## src/rtl/tracker_pkg.sv

```systemverilog
// Shared definitions for the orange centroid tracker.
//   - Width constants for the x coordinate, pixel count and coordinate sum.
//   - Direction code enum (the value published on `direction`).
//   - Tracker FSM state enum.
//   - zone_dir(): maps a centroid x to its steering zone.
package tracker_pkg;

  localparam int X_W   = 10;
  localparam int CNT_W = 19;
  localparam int SUM_W = 28;

  typedef enum logic [2:0] {
    DIR_NONE       = 3'd0,
    DIR_HARD_LEFT  = 3'd1,
    DIR_LEFT       = 3'd2,
    DIR_CENTRE     = 3'd3,
    DIR_RIGHT      = 3'd4,
    DIR_HARD_RIGHT = 3'd5
  } dir_e;

  typedef enum logic [1:0] {
    ST_ACC = 2'd0,
    ST_DIV = 2'd1,
    ST_PUB = 2'd2
  } state_e;

  // Five equal-width zones; boundaries are the integer-divided fifths of
  // the active line width.
  function automatic dir_e zone_dir(input logic [X_W-1:0] cx, input int h_active);
    int c;
    c = int'(cx);
    if (c < h_active / 5)          return DIR_HARD_LEFT;
    else if (c < 2 * h_active / 5) return DIR_LEFT;
    else if (c < 3 * h_active / 5) return DIR_CENTRE;
    else if (c < 4 * h_active / 5) return DIR_RIGHT;
    else                           return DIR_HARD_RIGHT;
  endfunction

endpackage

```

## src/rtl/seq_divider.sv

```systemverilog
// Unsigned restoring divider, one quotient bit per clock.
//   clk, rst_n  : clock, asynchronous active-low reset
//   start       : load dividend/divisor and begin (ignored while busy)
//   dividend    : DIVIDEND_W-bit numerator
//   divisor     : DIVISOR_W-bit denominator (zero yields an all-ones quotient)
//   done        : one-cycle pulse once the quotient is final
//   quotient    : result, held until the next start
// The divide takes DIVIDEND_W cycles after the start edge; done is
// registered on the edge of the last iteration.
module seq_divider #(
  parameter int DIVIDEND_W = 28,
  parameter int DIVISOR_W  = 19
) (
  input  logic                  clk,
  input  logic                  rst_n,
  input  logic                  start,
  input  logic [DIVIDEND_W-1:0] dividend,
  input  logic [DIVISOR_W-1:0]  divisor,
  output logic                  done,
  output logic [DIVIDEND_W-1:0] quotient
);

  localparam int IW = $clog2(DIVIDEND_W + 1);

  logic [DIVISOR_W-1:0]  rem_q, rem_d;
  logic [DIVIDEND_W-1:0] quo_q, quo_d;
  logic [DIVISOR_W-1:0]  dvs_q, dvs_d;
  logic [IW-1:0]         iter_q, iter_d;
  logic                  busy_q, busy_d;
  logic                  done_q, done_d;

  // Partial remainder shifted left with the next dividend bit brought in.
  logic [DIVISOR_W:0] shifted;
  logic [DIVISOR_W:0] diff;
  logic               fits;

  always_comb begin
    shifted = {rem_q, quo_q[DIVIDEND_W-1]};
    diff    = shifted - {1'b0, dvs_q};
    fits    = (shifted >= {1'b0, dvs_q});

    rem_d  = rem_q;
    quo_d  = quo_q;
    dvs_d  = dvs_q;
    iter_d = iter_q;
    busy_d = busy_q;
    done_d = 1'b0;

    if (busy_q) begin
      // Restoring step: keep the subtraction only when it does not go negative.
      rem_d  = fits ? diff[DIVISOR_W-1:0] : shifted[DIVISOR_W-1:0];
      quo_d  = {quo_q[DIVIDEND_W-2:0], fits};
      iter_d = iter_q - IW'(1);
      if (iter_q == IW'(1)) begin
        busy_d = 1'b0;
        done_d = 1'b1;
      end
    end else if (start) begin
      rem_d  = '0;
      quo_d  = dividend;
      dvs_d  = divisor;
      iter_d = IW'(DIVIDEND_W);
      busy_d = 1'b1;
    end
  end

  always_ff @(posedge clk or negedge rst_n) begin
    if (!rst_n) begin
      rem_q  <= '0;
      quo_q  <= '0;
      dvs_q  <= '0;
      iter_q <= '0;
      busy_q <= 1'b0;
      done_q <= 1'b0;
    end else begin
      rem_q  <= rem_d;
      quo_q  <= quo_d;
      dvs_q  <= dvs_d;
      iter_q <= iter_d;
      busy_q <= busy_d;
      done_q <= done_d;
    end
  end

  assign done     = done_q;
  assign quotient = quo_q;

endmodule

```

## src/rtl/orange_centroid_tracker.sv

```systemverilog
// Frame-level orange centroid tracker (VGA pixel clock domain).
// Accumulates the count and x-sum of orange pixels over a frame, divides
// at frame end and publishes target-present, steering direction, centroid
// and pixel count once per frame.
//   clk, rst_n      : pixel clock, asynchronous active-low reset
//   active          : visible-pixel qualifier
//   vsync           : vertical sync (active low); its falling edge ends a frame
//   is_orange       : orange mask for the current pixel
//   orange_detected : last frame had >= MIN_PIXELS orange pixels
//   direction       : steering zone code (000 when no target)
//   centroid_x      : centroid of the last detected frame (held otherwise)
//   orange_count    : pixel count of the last completed frame
//   frame_valid     : one-cycle pulse when the outputs above update
//   overrun         : sticky, a frame end arrived while still dividing/publishing
// Build option: define CENTROID_HYST_EN to require a new non-none direction
// on two consecutive frames before `direction` follows it.
module orange_centroid_tracker
  import tracker_pkg::*;
#(
  parameter int H_ACTIVE   = 640,
  parameter int MIN_PIXELS = 200
) (
  input  logic             clk,
  input  logic             rst_n,
  input  logic             active,
  input  logic             vsync,
  input  logic             is_orange,
  output logic             orange_detected,
  output logic [2:0]       direction,
  output logic [X_W-1:0]   centroid_x,
  output logic [CNT_W-1:0] orange_count,
  output logic             frame_valid,
  output logic             overrun
);

  localparam logic [X_W-1:0]   X_MAX   = '1;
  localparam logic [CNT_W-1:0] MIN_CNT = CNT_W'(MIN_PIXELS);
  localparam int               CX_MAX  = (H_ACTIVE - 1 > 1023) ? 1023 : H_ACTIVE - 1;
  localparam logic [SUM_W-1:0] CX_LIM  = SUM_W'(CX_MAX);

  logic             vsync_q;
  logic [X_W-1:0]   x_q, x_d;
  logic [CNT_W-1:0] cnt_q, cnt_d;
  logic [SUM_W-1:0] sum_q, sum_d;
  logic [CNT_W-1:0] snap_cnt_q, snap_cnt_d;
  logic             fe_pend_q, fe_pend_d;
  state_e           state_q, state_d;
  logic             det_q, det_d;
  dir_e             dir_q, dir_d;
  logic [X_W-1:0]   cx_q, cx_d;
  logic [CNT_W-1:0] ocnt_q, ocnt_d;
  logic             fv_q, fv_d;
  logic             ovr_q, ovr_d;
`ifdef CENTROID_HYST_EN
  dir_e             pend_q, pend_d;
`endif

  logic             frame_end;
  logic             pix;
  logic             accept;
  logic             div_start;
  logic             div_done;
  logic [SUM_W-1:0] quo;
  logic [X_W-1:0]   cx_clamp;
  logic [SUM_W:0]   sum_wide;
  logic [CNT_W-1:0] cnt_inc;
  logic [SUM_W-1:0] sum_inc;
  dir_e             res_dir;

  assign frame_end = vsync_q & ~vsync;
  assign pix       = active & is_orange;
  // Only a frame end seen while idle is processed; others count as overrun.
  assign accept    = frame_end & (state_q == ST_ACC);
  // The divider launches straight off the live accumulators on the frame-end
  // edge (its operand registers are the sum snapshot); the FSM makes the same
  // decision one cycle later from the registered count snapshot.
  assign div_start = accept & (cnt_q >= MIN_CNT);

  seq_divider #(
    .DIVIDEND_W (SUM_W),
    .DIVISOR_W  (CNT_W)
  ) u_div (
    .clk      (clk),
    .rst_n    (rst_n),
    .start    (div_start),
    .dividend (sum_q),
    .divisor  (cnt_q),
    .done     (div_done),
    .quotient (quo)
  );

  // Pixel x counter and saturating accumulators.
  always_comb begin
    x_d      = active ? ((x_q == X_MAX) ? x_q : x_q + X_W'(1)) : '0;
    cnt_inc  = (cnt_q == '1) ? cnt_q : cnt_q + CNT_W'(1);
    sum_wide = {1'b0, sum_q} + {{(SUM_W + 1 - X_W){1'b0}}, x_q};
    sum_inc  = sum_wide[SUM_W] ? '1 : sum_wide[SUM_W-1:0];

    if (frame_end) begin
      // The pixel on the frame-end cycle already belongs to the new frame.
      cnt_d = pix ? CNT_W'(1) : '0;
      sum_d = pix ? {{(SUM_W - X_W){1'b0}}, x_q} : '0;
    end else begin
      cnt_d = pix ? cnt_inc : cnt_q;
      sum_d = pix ? sum_inc : sum_q;
    end

    snap_cnt_d = accept ? cnt_q : snap_cnt_q;
    fe_pend_d  = accept;
    ovr_d      = ovr_q | (frame_end & (state_q != ST_ACC));
  end

  // Quotient clamped into the visible line range.
  always_comb begin
    cx_clamp = (quo > CX_LIM) ? CX_LIM[X_W-1:0] : quo[X_W-1:0];
  end

  // FSM next state and publish logic.
  always_comb begin
    state_d = state_q;
    det_d   = det_q;
    dir_d   = dir_q;
    cx_d    = cx_q;
    ocnt_d  = ocnt_q;
    fv_d    = 1'b0;
    res_dir = DIR_NONE;
`ifdef CENTROID_HYST_EN
    pend_d  = pend_q;
`endif

    unique case (state_q)
      ST_ACC: begin
        if (fe_pend_q) state_d = (snap_cnt_q >= MIN_CNT) ? ST_DIV : ST_PUB;
      end
      ST_DIV: begin
        if (div_done) state_d = ST_PUB;
      end
      ST_PUB: begin
        state_d = ST_ACC;
        fv_d    = 1'b1;
        ocnt_d  = snap_cnt_q;
        if (snap_cnt_q >= MIN_CNT) begin
          det_d   = 1'b1;
          cx_d    = cx_clamp;
          res_dir = zone_dir(cx_clamp, H_ACTIVE);
        end else begin
          det_d   = 1'b0;
          res_dir = DIR_NONE;
        end
`ifdef CENTROID_HYST_EN
        // A none result is published at once; a new direction must repeat.
        if (res_dir == DIR_NONE) begin
          dir_d  = DIR_NONE;
          pend_d = DIR_NONE;
        end else if (res_dir == dir_q) begin
          pend_d = DIR_NONE;
        end else if (res_dir == pend_q) begin
          dir_d  = res_dir;
          pend_d = DIR_NONE;
        end else begin
          pend_d = res_dir;
        end
`else
        dir_d = res_dir;
`endif
      end
      default: state_d = ST_ACC;
    endcase
  end

  always_ff @(posedge clk or negedge rst_n) begin
    if (!rst_n) begin
      vsync_q    <= 1'b0;
      x_q        <= '0;
      cnt_q      <= '0;
      sum_q      <= '0;
      snap_cnt_q <= '0;
      fe_pend_q  <= 1'b0;
      state_q    <= ST_ACC;
      det_q      <= 1'b0;
      dir_q      <= DIR_NONE;
      cx_q       <= '0;
      ocnt_q     <= '0;
      fv_q       <= 1'b0;
      ovr_q      <= 1'b0;
`ifdef CENTROID_HYST_EN
      pend_q     <= DIR_NONE;
`endif
    end else begin
      vsync_q    <= vsync;
      x_q        <= x_d;
      cnt_q      <= cnt_d;
      sum_q      <= sum_d;
      snap_cnt_q <= snap_cnt_d;
      fe_pend_q  <= fe_pend_d;
      state_q    <= state_d;
      det_q      <= det_d;
      dir_q      <= dir_d;
      cx_q       <= cx_d;
      ocnt_q     <= ocnt_d;
      fv_q       <= fv_d;
      ovr_q      <= ovr_d;
`ifdef CENTROID_HYST_EN
      pend_q     <= pend_d;
`endif
    end
  end

  assign orange_detected = det_q;
  assign direction       = dir_q;
  assign centroid_x      = cx_q;
  assign orange_count    = ocnt_q;
  assign frame_valid     = fv_q;
  assign overrun         = ovr_q;

endmodule
```

## config.mk

```make
export PLATFORM = sky130hd
export DESIGN_NAME = orange_centroid_tracker
export DESIGN_NICKNAME = d
export VERILOG_FILES = /design/src/rtl/tracker_pkg.sv /design/src/rtl/seq_divider.sv /design/src/rtl/orange_centroid_tracker.sv
export SDC_FILE = /design/constraint.sdc
export NUM_CORES = 1
export LEC_CHECK = 0
export BUFFER_PORTS_ARGS = -buffer_cell sky130_fd_sc_hd__buf_2
export CAP_MARGIN = 20
export CORE_MARGIN = 2
export CORE_UTILIZATION = 65
export DETAILED_ROUTE_END_ITERATION = 8
export HOLD_SLACK_MARGIN = 0.1
export PLACE_DENSITY = 0.84
export SLEW_MARGIN = 5
export SYNTH_ARGS = -nofsm -noshare
export SYNTH_HDL_FRONTEND = slang
export SYNTH_SLANG_ARGS = --single-unit
```

## constraint.sdc

```tcl
create_clock -name clk -period 4.42 [get_ports clk]
set_input_delay 0.442 -clock clk [delete_from_list [all_inputs] [get_ports clk]]
set_output_delay 0.442 -clock clk [all_outputs]
set_load 0.03 [all_outputs]
```

# Word level (Yosys, flattened, before mapping)
# Cells that the tools add are included.
[totals]
register_bits = 188
in_bits = 5
out_inout_bits = 35
wordCells = 91
[classes]
addsub = 5
magnitude_cmp = 8
n_eq_ne = 9
muxes = 34
n_bitwise = 8
n_reduce_logical = 8
[ops]
columns = ["cell", "count"]
rows = [
  ["28-bit two-way mux", 5],
  ["19-bit two-way mux", 6],
  ["10-bit two-way mux", 4],
  ["19-bit by 8-bit greater-or-equal comparator with 1-bit output (second input constant)", 2],
  ["28-bit by 10-bit adder with 29-bit output", 1],
  ["28-bit by 10-bit > comparator with 1-bit output (second input constant)", 1],
  ["20-bit by 19-bit greater-or-equal comparator with 1-bit output", 1],
  ["10-bit by 9-bit < comparator with 1-bit output (second input constant)", 2],
  ["19-bit by 1-bit adder with 19-bit output (second input constant)", 1],
  ["19-bit equality test (second input constant)", 1],
  ["19-bit subtractor", 1],
  ["3-bit two-way mux", 4],
  ["10-bit by 1-bit adder with 10-bit output (second input constant)", 1],
  ["10-bit equality test (second input constant)", 1],
  ["10-bit < comparator (second input constant)", 1],
  ["10-bit by 8-bit < comparator with 1-bit output (second input constant)", 1],
  ["5-bit two-way mux", 2],
  ["1-bit two-way mux", 9],
  ["2-bit AND reduction", 4],
  ["2-bit two-way mux", 3],
  ["2-bit != test (second input constant)", 3],
  ["2-bit nonzero test", 3],
  ["1-bit AND", 5],
  ["5-bit by 1-bit equality test with 1-bit output (second input constant)", 1],
  ["8 further kinds", 9],
]

# Longest topological paths before layout
# Gate-level depths: netlist of run 1.
[logic_depth]
depth_word = 8
mapped_depth = 11
mapped_depth_nobuf = 10

# Modules after synthesis
# From an unflattened synthesis of run 1, not the netlist that was laid out.
[unflattened]
cells_unflattened = 1011
area_unflattened_um2 = 9850.7
[by_module_without_submodules]
columns = ["module", "instances", "cells_per_inst", "area_per_inst_um2", "seq_area_each_um2"]
rows = [
  ["orange_centroid_tracker", 1, 551, 5656.7, 2877.8],
  ["seq_divider", 1, 460, 4194.0, 1826.8],
]

# Worst setup path before layout of run 1
# No wires, ideal clock.
[synth_path]
path_type = "flip-flop to flip-flop"
start = "reg u_div.quo_q[27] (netlist: u_div.quotient[27])"
end = "reg u_div.rem_q[1]"
setup_time_ns = 0.083
arrival_time_ns = 2.508
t_required_ns = 4.337
path_slack_ns = 1.830
stages_incl_launch_ff = 11
n_path_buf = 0
period_less_slack_ns = 2.590
cell_sequence = "dfrtp_1 > inv_1 > ha_1 > fa_1 > nor2b_1 > o31ai_2 > a32oi_1 > a221oi_4 > a32oi_4 > mux2_2 > o21ai_0"
[synth_between]
elab_chain_len = 3
elab_cells_between_ends = 4
cone_classes = "add/sub (1); order compare (1); mux (2)"
[synth_lines]
columns = ["element", "line_no", "text"]
rows = [
  ["start: declaration", "seq_divider.sv:26", "logic [DIVIDEND_W-1:0] quo_q, quo_d;"],
  ["start signal: assignment", "seq_divider.sv:77", "quo_q <= quo_d;"],
  ["19-bit subtractor / 20-bit by 19-bit greater-or-equal comparator with 1-bit output (equally long branches)", "seq_divider.sv:39, seq_divider.sv:40", ""],
  ["19-bit two-way mux (*)", "seq_divider.sv:51", "rem_d = fits ? diff[DIVISOR_W-1:0] : shifted[DIVISOR_W-1:0];"],
  ["19-bit two-way mux (*)", "seq_divider.sv:49", "if (busy_q) begin"],
  ["end signal: assignment", "seq_divider.sv:76", "rem_q <= rem_d;"],
  ["end: declaration", "seq_divider.sv:25", "logic [DIVISOR_W-1:0] rem_q, rem_d;"],
]
# Mark *: on every way between the ends. The rest lies on a longest branch, timed or not.
# A chain may end at the register's enable or synchronous reset.

# Worst setup path after layout of run 1
[layout_path]
start = "reg x_q[0]"
end = "reg sum_q[21]"
[layout_between]
elab_chain_len = 4
[layout_lines]
columns = ["element", "line_no", "text"]
rows = [
  ["start: declaration", "orange_centroid_tracker.sv:42", "logic [X_W-1:0] x_q, x_d;"],
  ["start signal: assignment", "orange_centroid_tracker.sv:174", "x_q <= '0;"],
  ["start signal: assignment", "orange_centroid_tracker.sv:191", "x_q <= x_d;"],
  ["28-bit by 10-bit adder with 29-bit output", "orange_centroid_tracker.sv:96", "sum_wide = {1'b0, sum_q} + {{(SUM_W + 1 - X_W){1'b0}}, x_q};"],
  ["28-bit two-way mux", "orange_centroid_tracker.sv:97", "sum_inc = sum_wide[SUM_W] ? '1 : sum_wide[SUM_W-1:0];"],
  ["28-bit two-way mux", "orange_centroid_tracker.sv:105", "sum_d = pix ? sum_inc : sum_q;"],
  ["28-bit two-way mux", "orange_centroid_tracker.sv:99", "if (frame_end) begin"],
  ["end signal: assignment", "orange_centroid_tracker.sv:193", "sum_q <= sum_d;"],
  ["end: declaration", "orange_centroid_tracker.sv:44", "logic [SUM_W-1:0] sum_q, sum_d;"],
]
# Every way passes these cells. The select of a mux whose other input is x is not followed.

==> impl_summary.log, run 1 <==
INFO  metric cts_tree = built
INFO  metric critical-path-top-delay-family = simple AND/OR/NAND/NOR gates
INFO  metric pwr-share-seq = 48.8%
INFO  metric internal_power = around 2800 uW
INFO  metric yosysTopAreaCell = dfrtp_1
INFO  metric clkSinkCount = 188
INFO  metric starting_density = 66.9%
INFO  metric grt_util_met1 = 40.4%
INFO  metric area_growth = 9.14%
INFO  metric drive_gt1_share = 14.8%
INFO  metric yosysWarningCount = 0
INFO  metric slowest_stage = dfrtp_1
INFO  metric vias_in_the_first_global_route = 7497
INFO  metric syn-num-nets = about 1k
INFO  metric vdd_ir_drop_max = 0.000322 V
INFO  metric synth_async_sr_flop_share = 100%
INFO  metric reg2reg_slack = 1.14 ns
INFO  metric stdcell_area = 10700 um2
INFO  metric globalRoute.totalOverflow = 0
INFO  metric placementRows = 44
INFO  metric grt_pass1_wl = 37200 um
INFO  metric synth.yosys.seq_area_share = 48.0%
INFO  metric vias = 7611
INFO  metric initial_drt_pass_iterations = 5
INFO  metric final_critical_period = 3.28 ns
INFO  metric grt_antenna_before_repair = 0
INFO  metric grt_usage = between 20 and 30%
INFO  metric boundary_pin_count = 40
INFO  metric timing.final.max_slew_violations = 0
INFO  metric ant_nets = 0
INFO  metric hold_buffers = 0
INFO  metric drt-wirelength-per-cell = 18.5 um
INFO  metric post-cts-setup-buffers = 0
INFO  metric worst_path_most_repeated_cell = a211oi_1
INFO  metric path_buf_inv = 0
INFO  metric post_cts_resized = 0
INFO  metric dp.final_hpwl = 14600 um
INFO  metric dieArea = approximately 16000 um2
INFO  metric netlist_area = about 9800 um2
INFO  metric yosys.area.top_type_share = about half
INFO  metric grt_setup_unrepaired = no
INFO  metric finalSetupViolations = 0
INFO  metric drt_first_iter_violations = about 800
INFO  metric worstPathMaxFanout = 11
INFO  metric crit_path_start_kind = flop
INFO  metric clock_tree.buffer_depth = 2
INFO  metric place_area = ~10000 um2
INFO  metric synthMostInstantiatedCell = dfrtp_1
INFO  metric setup.worst_path.class = reg -> reg
INFO  metric groute.layer.met3.usage = 5.99%
INFO  metric synth_area_leaders = dfrtp_1 (48%), mux2_2 (6.1%), nand2_1 (4.4%)
INFO  metric via_per_inst = 6.42
INFO  metric ys_types = 70
INFO  metric timing.critical_path.arrival = 3.56 ns
INFO  metric grt.busiest_layer = met2
INFO  metric fin_setup_tns = 0 ns
INFO  metric flip_flop_and_latch_count_after_synthesis = between 150 and 200
INFO  metric grt_max_degree = 126
INFO  metric cts-buffers-inserted = 17
INFO  metric diodes = 0
INFO  metric globalplace.congestion = 0.924
INFO  metric fin_nets = ~1.0k
INFO  metric final_hold_viol_count = 0
INFO  metric gr-usage-met2 = 45.1%
INFO  metric postSynthCellCount = 960
INFO  metric clock-skew-final = 0.00974 ns
INFO  metric post_synth.cell_area_avg = 10.2 um2
INFO  metric worstPathRequired = 4.70 ns
INFO  metric r2r_cells = 9
INFO  metric synth_commonest_cells = dfrtp_1 (188), nand2_1 (114), nor2_1 (80)
INFO  metric clkLatencyLatePin = 0.44 ns
INFO  metric tightest_slew = 1.01 ns
INFO  metric cts-root-buf = clkbuf_16
INFO  metric cp_cell_sequence = ha_1 -> fa_1 -> a211oi_1 -> o21bai_1 -> a211oi_1 -> nand4b_1 -> nand2_1 -> nor3_1 -> a211oi_1
INFO  metric htree_levels = 4
INFO  metric clock_power_share = 39.4%
INFO  metric buffer_ports.inserted = 39
INFO  metric power.combinational.fraction = a little under an eighth
INFO  metric holdCritPathClass = in -> async
INFO  metric timing.critical_path.slowest_cell_delay = 0.44 ns
INFO  metric rr_endpoint = sum_q[21]$_DFFE_PN0P_
INFO  metric die_w = between 100 and 150 um
INFO  metric timing.critical_path.to_type = flop
INFO  metric drt-total-wl = 21900 um
INFO  metric clk_pin_slew_worst_paths = 0.07 ns
INFO  metric power.switching_fraction = 29.0%
INFO  metric r2r-start = x_q[0]$_DFFE_PN0P_
INFO  metric number_of_synthesized_flops_with_an_enable_pin = 0
INFO  metric period_share = 74.2%
INFO  metric number_of_design_rule_violations_left_after_detail_routing = 0
INFO  metric die_height = around 130 um
INFO  metric power_switching = 1120 uW
INFO  metric max_freq = 0.305 GHz
INFO  metric result_of_the_run = completed
INFO  metric synth-main-ff-cell = dfrtp_1
INFO  metric cellPowerDensity = 362 nW/um2
INFO  metric drv.max_cap_violation_count = 0
INFO  metric core_area = 14600 um2
INFO  metric slew-limit-headroom = 32.6%
INFO  metric p_leak = 0.00512 uW
## power by group through the flow
| stage | logic (uW) | clock network, uW | registers, uW |
|---|---|---|---|
| after detailed placement | 457 | 0 | 1920 |
| final | 458 | 1530 | 1890 |
| after floorplan | 221 | 0 | 2000 |
| after global placement | 443 | 0 | 1920 |
| after global routing | 505 | 1620 | 1900 |
| after CTS | 460 | 1540 | 1890 |
## worst max path at each step
| stage | cells past startpoint | slack, ns | start | endpoint |
|---|---|---|---|---|
| 5_1_grt | 9 | 0.89 | x_q[0]$_DFFE_PN0P_ | sum_q[21]$_DFFE_PN0P_ |
| 2_1_floorplan | 10 | 1.83 | u_div.quotient[27]$_DFFE_PN0P_ | u_div.rem_q[1]$_DFFE_PN0P_ |
| 3_5_place_dp | 10 | 1.22 | u_div.quotient[27]$_DFFE_PN0P_ | u_div.rem_q[17]$_DFFE_PN0P_ |
| 6_report | 9 | 1.14 | x_q[0]$_DFFE_PN0P_ | sum_q[21]$_DFFE_PN0P_ |
| 3_3_place_gp | 9 | 1.30 | x_q[0]$_DFFE_PN0P_ | sum_q[25]$_DFFE_PN0P_ |
| 4_1_cts | 9 | 1.20 | x_q[0]$_DFFE_PN0P_ | sum_q[21]$_DFFE_PN0P_ |
## through the flow
| stage | power (uW) | instances | util (%) | setup WS, ns | hold slack (ns) |
|---|---|---|---|---|---|
| 4_1_cts | 3890 | 1184 | 73.0 | 1.20 | 0.137 |
| 6_report | 3870 | 1185 | 73.0 | 1.14 | 0.0956 |
| 2_1_floorplan | 2220 | 960 | - | 1.83 | 0.146 |
| 3_3_place_gp | 2360 | 1152 | 68.9 | 1.30 | 0.455 |
| 5_1_grt | 4030 | 1185 | 73.0 | 0.890 | 0.136 |
| 3_5_place_dp | 2380 | 1152 | 68.9 | 1.22 | 0.461 |
## flip-flops by register name, indices dropped and copies added, names as in the netlist, 2 cells and up
name and count:
cnt_q 19, u_div.iter_q 5, u_div.quotient 28, orange_count 19
state_q 2, centroid_x 10, u_div.dvs_q 19, u_div.rem_q 19
x_q 10, snap_cnt_q 19, sum_q 28, direction 3
## kinds of logic after synthesis
kind of cell | count (synthesis) | share of synthesized area (%)
simple gates | 317 | 15.3
compound gates | 208 | 14.3
flops | 188 | 48.0
mux | 93 | 10.2
buf+inv | 78 | 3.83
xor+xnor | 40 | 3.58
fa+ha+maj | 36 | 4.75
## placed cells by master, fill, tap and decap left out, types with 6 or more instances in the layout
cell type	instances
a211oi_1	10
a21o_1	10
a21oi_1	39
a31oi_1	8
and2_1	7
and3_1	11
and4_1	7
buf_2	38
buf_4	12
clkbuf_16	17
dfrtp_1	187
ha_1	34
inv_1	36
mux2_2	53
mux2i_1	40
nand2_1	114
nand3_1	26
nand4_1	10
nor2_1	80
nor3_1	20
nor4_1	10
o21a_1	6
o21ai_0	61
o21ai_1	12
o221ai_1	16
or3_1	7
xnor2_1	21
xor2_1	19
## layout make-up
class / count / area [um2]
inverters: 36 / 135
flip-flops and latches: 188 / 4710
well taps: 184 / 230
repair buffers: 51 / 294
clock buffers: 19 / 443
fillers: 1029 / 3950
multi-input cells: 694 / 4740
clock inverters: 13 / 149
## per-layer routing
metal	up-vias	wire length, um
met2	243	10300
met1	3811	9850
li1	3511	-
met5	-	0
met4	0	522
met3	46	1240
Note: power is estimated with default switching activity, not from simulation.
==> run 2, diff against run 1 <==
Settings changed: CORE_UTILIZATION 65 to 62, PLACE_DENSITY 0.84 to 0.81.
Clock period 4.42 ns to 3.1 ns, I/O delays scaled along.
==> run 2 against run 1 <==
Wire length fell by 2.7%. Worst hold slack improved by 0.086 ns. Largest power group unchanged. Combinational power up 43%. Design area increased by 1.8%. Largest cell class unchanged. Flip-flop and latch count did not move.
==> impl_summary.log, run 2 (same netlist as run 1, synthesis figures left out) <==
INFO  metric vdd_ir_drop_max = 0.000506 V
INFO  metric stdcell_area = 10900 um2
INFO  metric multi_input_comb_area = 4740 um2
INFO  metric place_area = 10300 um2
INFO  metric post-route-util = 71.1%
INFO  metric worstPathMaxFanout = 7
INFO  metric boundary_pin_count = 40
INFO  metric max_freq = 0.345 GHz
INFO  metric finalSetupViolations = 0
INFO  metric mostFrequentLayoutCells = dfrtp_1 (187), nand2_1 (114), nor2_1 (80)
INFO  metric timing.critical_path.arrival = between 3 and 4 ns
INFO  metric slew-limit-headroom = around half
INFO  metric fin_nets = about 1.0k
INFO  metric buffer_ports.inserted = 39
INFO  metric crit_path_start_kind = flop
INFO  metric worstPathRequired = 3.40 ns
INFO  metric vias_in_the_first_global_route = 7030
INFO  metric grt_usage = 27.1%
INFO  metric cellPowerDensity = 508 nW/um2
INFO  metric ant_nets = 0
INFO  metric drt_first_iter_violations = 615
INFO  metric post-cts-setup-buffers = 0
INFO  metric holdCritPathClass = in -> reg
INFO  metric diodes = 0
INFO  metric core_area = 15300 um2
INFO  metric seq_area = 4710 um2
INFO  metric cts-buffers-inserted = 17
INFO  metric clk_pin_slew_worst_paths = 0.07 ns
INFO  metric grt_setup_unrepaired = no
INFO  metric drt-wirelength-per-cell = ~17 um
INFO  metric setup.worst_path.class = reg -> reg
INFO  metric clock-skew-final = approximately 0.011 ns
INFO  metric drive_gt1_share = 16.2%
INFO  metric die_w = 130 um
INFO  metric number_of_design_rule_violations_left_after_detail_routing = 0
INFO  metric timing.critical_path.to_type = flop
INFO  metric drt-total-wl = 21300 um
INFO  metric area_growth = 11.1%
INFO  metric fin_setup_tns = 0 ns
INFO  metric via_per_inst = 6.10
INFO  metric globalplace.congestion = between 0.9 and 1
INFO  metric period_share = 93.5%
INFO  metric die_height = between 100 and 150 um
INFO  metric final_critical_period = between 2 and 3 ns
INFO  metric grt_max_degree = 81
INFO  metric grt_pass1_wl = 36400 um
INFO  metric globalRoute.totalOverflow = 0
INFO  metric placementRows = 45
INFO  metric result_of_the_run = completed
INFO  metric tightest_slew = ~0.7 ns
INFO  metric htree_levels = 4
INFO  metric fin_total_pwr = 5530 uW
INFO  metric hold-worst-slack = roughly 0.18 ns
INFO  metric clock_tree.buffer_depth = 2
INFO  metric grt_antenna_before_repair = 0
INFO  metric cts-root-buf = clkbuf_16
INFO  metric clkLatencyLatePin = 0.42 ns
INFO  metric dp.final_hpwl = between 10000 and 15000 um
INFO  metric mostFrequentLayoutCell = dfrtp_1
INFO  metric vias = 7515
INFO  metric final.fill_count = 1119
INFO  metric clkSinkCount = 188
INFO  metric final_hold_viol_count = 0
INFO  metric dieArea = 16800 um2
INFO  metric p_leak = 0.00521 uW
INFO  metric drv.max_cap_violation_count = 0
INFO  metric starting_density = 64.0%
INFO  metric cts_tree = built
INFO  metric initial_drt_pass_iterations = 6
INFO  metric timing.final.max_slew_violations = 0
-- run 2: cell count changes in the layout (fill, tap and decap cells not counted), moves of 2 or more --
cell,before,now
dlygate4sd3_1,0,2
bufinv_16,0,2
clkinv_8,3,0
inv_8,5,2
buf_4,12,28
clkinv_4,2,4
-- run 2: what timing repair did --
action | CTS | global route
hold buffers | 2 | 0
hold endpoints to repair | 78 | 0
setup endpoints to repair | 0 | 6
gates resized for setup | 0 | 1
-- run 2: routing by layer --
metal,vias to the layer above,share of wire [%],global-route usage [%]
met2,217,45,40.0
met5,-,0,0
li1,3552,-,-
met4,0,1.3,6.58
met3,20,5.0,5.29
met1,3726,48,41.8
-- run 2: critical path, stage by stage, from the launching register on --
cell,delay [ns]
dfrtp_1,0.38
inv_1,0.06
ha_1,0.23
fa_1,0.42
nor2b_1,0.20
o31ai_2,0.10
a32oi_1,0.20
buf_4,0.17
a221oi_4,0.09
a32oi_4,0.38
buf_4,0.24
mux2i_1,0.23
o21ai_1,0.08
-- run 2: final timing paths --
| kind | start | to | slack [ns] | cells after the start |
|---|---|---|---|---|
| hold reg to reg | orange_detected$_DFFE_PN0P_ | orange_detected$_DFFE_PN0P_ | 0.48 | 1 |
| setup / recovery | u_div.quotient[27]$_DFFE_PN0P_ | u_div.rem_q[8]$_DFFE_PN0P_ | 0.20 | 12 |
| hold / removal | active | x_q[4]$_DFFE_PN0P_ | 0.18 | 3 |
| min in group asynchronous | rst_n | centroid_x[2]$_DFFE_PN0P_ | 0.47 | 2 |
| setup reg to reg | u_div.quotient[27]$_DFFE_PN0P_ | u_div.rem_q[8]$_DFFE_PN0P_ | 0.20 | 12 |
| max in group asynchronous | rst_n | sum_q[15]$_DFFE_PN0P_ | 1.79 | 3 |
-- run 2: area by class of cell --
cell class                 count  area share [%]
sequential                   188            43.2
clock buffer                  19            3.98
multi-input combinational    694            43.5
timing repair buffer          70            4.17
inverter                      36            1.24
clock inverter                13            1.44
tap                          211            2.42
-- run 2: power by group --
group | leakage [uW] | total, uW | internal (uW) | switching [uW]
registers | 0.00234 | 2700 | 2590 | 107
logic | 0.00258 | 656 | 236 | 419
clock network | 0.000286 | 2180 | 1210 | 972
-- run 2: metrics by stage --
step	instances	worst slack (ns)
floorplan	960	0.510
global placement	1197	0.319
detailed placement	1197	0.212
CTS	1231	0.196
global route	1231	0.0493
finish	1231	0.203
==> run 3, diff against run 2 <==
Settings changed: CORE_UTILIZATION 62 to 45, PLACE_DENSITY 0.81 to 0.62, SLEW_MARGIN 5 to default, TNS_END_PERCENT from default to 20.
==> run 3 against run 2 <==
Die area grew 37%. Cell count is 5.3% higher. Power is 1.7% higher. Register-to-register slack improved by 0.06 ns. Critical path depth is 1 higher. Worst hold slack worse by 0.028 ns. Wire length grew 2.0%. Sequential share of layout area fell by 0.60 points. Count of clock-buffer cells in the layout fell by 1. Worst setup slack better by 0.063 ns. Sequential power hardly changed. Core utilization fell by 19 points. Critical path type unchanged. Largest cell class unchanged. Highest routed layer unchanged.
==> impl_summary.log, run 3 (same netlist as run 1, synthesis figures left out) <==
INFO  metric grt_pass1_wl = 36800 um
INFO  metric drt-total-wl = roughly 22000 um
INFO  metric r2r_cells = 13
INFO  metric postLayoutSetupSlackWorst = 0.266 ns
INFO  metric vdd_ir_drop_max = between 0.0003 and 0.0004 V
INFO  metric boundary_pin_count = 40
INFO  metric fin_total_pwr = 5630 uW
INFO  metric dp.final_hpwl = 15500 um
INFO  metric globalplace.congestion = 0.854
INFO  metric drive_gt1_share = 16.6%
INFO  metric die_height = 152 um
INFO  metric die_w = 152 um
INFO  metric period_share = 91.4%
INFO  metric drt_first_iter_violations = 418
INFO  metric multi_input_comb_area = approximately 4700 um2
INFO  metric fin_nets = 1049
INFO  metric dieArea = 23000 um2
INFO  metric drt-wirelength-per-cell = 16.7 um
INFO  metric worstPathMaxFanout = 10
INFO  metric cts-buffers-inserted = 17
INFO  metric grt_util_met1 = 30.0%
INFO  metric timing.final.max_slew_violations = 0
INFO  metric vias_in_the_first_global_route = slightly above 7k
INFO  metric clkLatencyLatePin = 0.44 ns
INFO  metric fin_setup_tns = 0 ns
INFO  metric vias = 7260
INFO  metric worstPathRequired = 3.47 ns
INFO  metric timing.critical_path.arrival = ~3.2 ns
INFO  metric seq_area = 4710 um2
INFO  metric max_freq = 0.353 GHz
INFO  metric cts_tree = built
INFO  metric final_hold_viol_count = 0
INFO  metric worst_path_most_repeated_cell = buf_4
INFO  metric grt.busiest_layer = met2
INFO  metric slowest_stage = fa_1
INFO  metric cellPowerDensity = between 500 and 600 nW/um2
INFO  metric groute.layer.met3.usage = 4.01%
INFO  metric place_area = 10400 um2
INFO  metric cts-root-buf = clkbuf_16
INFO  metric crit_path_start_kind = flop
INFO  metric gr-usage-met2 = a little under a third
INFO  metric final.fill_count = 1923
INFO  metric slew-limit-headroom = between 50% and 60%
INFO  metric ant_nets = 0
INFO  metric placementRows = 53
INFO  metric tightest_slew = 0.712 ns
INFO  metric grt_max_degree = between 70 and 80
INFO  metric p_leak = between 0.005 and 0.006 uW
INFO  metric htree_levels = 4
INFO  metric clock-skew-final = roughly 0.019 ns
INFO  metric mostFrequentLayoutCells = dfrtp_1 (187), nand2_1 (114), nor2_1 (80)
INFO  metric min_delay_path_depth = 3
INFO  metric stdcell_area = roughly 11000 um2
INFO  metric grt_antenna_before_repair = 0
INFO  metric mostFrequentLayoutCell = dfrtp_1
INFO  metric clock_tree.buffer_depth = 2
INFO  metric dp_worst_setup_slack = 0.179 ns
INFO  metric diodes = 0
INFO  metric timing.critical_path.slowest_cell_delay = roughly 0.4 ns
INFO  metric drv.max_cap_violation_count = 0
INFO  metric core_area = 21200 um2
INFO  metric result_of_the_run = completed
INFO  metric initial_drt_pass_iterations = 5
INFO  metric grt_usage = between 20% and 30%
INFO  metric grt_setup_unrepaired = no
INFO  metric setup.worst_path.class = reg -> reg
INFO  metric starting_density = 46.2%
INFO  metric area_growth = 12.7%
INFO  metric clkSinkCount = roughly 190
INFO  metric finalSetupViolations = 0
INFO  metric via_per_inst = 5.60
INFO  metric holdCritPathClass = in -> reg
INFO  metric final_critical_period = 2.83 ns
INFO  metric buffer_ports.inserted = 39
INFO  metric clk_pin_slew_worst_paths = 0.07 ns
INFO  metric timing.critical_path.to_type = flop
INFO  metric number_of_design_rule_violations_left_after_detail_routing = 0
INFO  metric cp_cell_sequence = inv_1 -> ha_1 -> fa_1 -> nor2b_1 -> o31ai_2 -> a32oi_1 -> buf_4 -> a221oi_4 -> a32oi_4 -> buf_12 -> buf_4 -> mux2i_1 -> a22o_1
INFO  metric globalRoute.totalOverflow = 0
-- run 3: cell count changes in the layout (fill, tap and decap cells not counted) --
cell and change:
clkinv_2 -1, buf_4 -2, clkinvlp_4 +2, clkinv_4 -2, clkinv_8 +2, clkbuf_8 +1, buf_6 +1, nor3_2 +1
nor3_1 -1, clkbuf_1 -2, buf_12 +2
-- run 3: what timing repair did --
item / 4_1_cts / 5_1_grt
setup endpoints to repair: 0 / 12
hold buffers: 2 / 0
endpoints found under the hold margin: 73 / 0
buffers inserted: 0 / 2
gates resized for setup: 0 / 2
-- run 3: path summary, 6_finish.rpt --
path                                                startpoint                        endpoint  slack [ns]
min in group asynchronous                                rst_n              x_q[1]$_DFFE_PN0P_        0.44
worst max-delay path            u_div.quotient[27]$_DFFE_PN0P_      u_div.rem_q[0]$_DFFE_PN0P_        0.27
worst min-delay path                                    active              x_q[2]$_DFFE_PN0P_        0.15
worst max register to register  u_div.quotient[27]$_DFFE_PN0P_      u_div.rem_q[0]$_DFFE_PN0P_        0.27
max in group asynchronous                                rst_n  u_div.quotient[18]$_DFFE_PN0P_        1.91
worst min register to register     orange_detected$_DFFE_PN0P_     orange_detected$_DFFE_PN0P_        0.48
-- run 3: report_power, final --
group	total, uW	leakage, uW	internal [uW]	switching, uW
Combinational	656	0.00260	236	420
Sequential	2700	0.00234	2590	109
Clock	2280	0.000293	1240	1030
-- run 3: cell type report --
class,instances,area share [%]
well taps,275,3.12
clock inverters,14,1.64
inverters,36,1.22
clock buffers,18,3.98
repair buffers,71,4.44
multi-input cells,694,43.0
flip-flops and latches,188,42.6
-- run 3: metrics by stage --
step / instances / hold slack [ns] / util (%)
finish: 1296 / 0.153 / 52.0
global route: 1296 / 0.146 / 52.0
floorplan: 960 / 0.0144 / -
CTS: 1294 / 0.136 / 51.9
global placement: 1259 / 0.380 / 48.8
detailed placement: 1260 / 0.382 / 48.8
-- run 3: worst max-delay path, delay by kind of cell, from the launching register on --
kind | cells | cell delay (ns)
buffers and inverters | 4 | 0.58
AOI/OAI and AO/OA | 5 | 0.78
muxes | 1 | 0.20
DFF | 1 | 0.38
and+or+nand+nor | 1 | 0.21
adders and majority gates | 2 | 0.63
-- run 3: per-layer routing --
layer	up-vias	routed length [um]
met5	-	0
met4	0	263
met3	17	706
met2	111	9770
met1	3583	11000
li1	3549	-
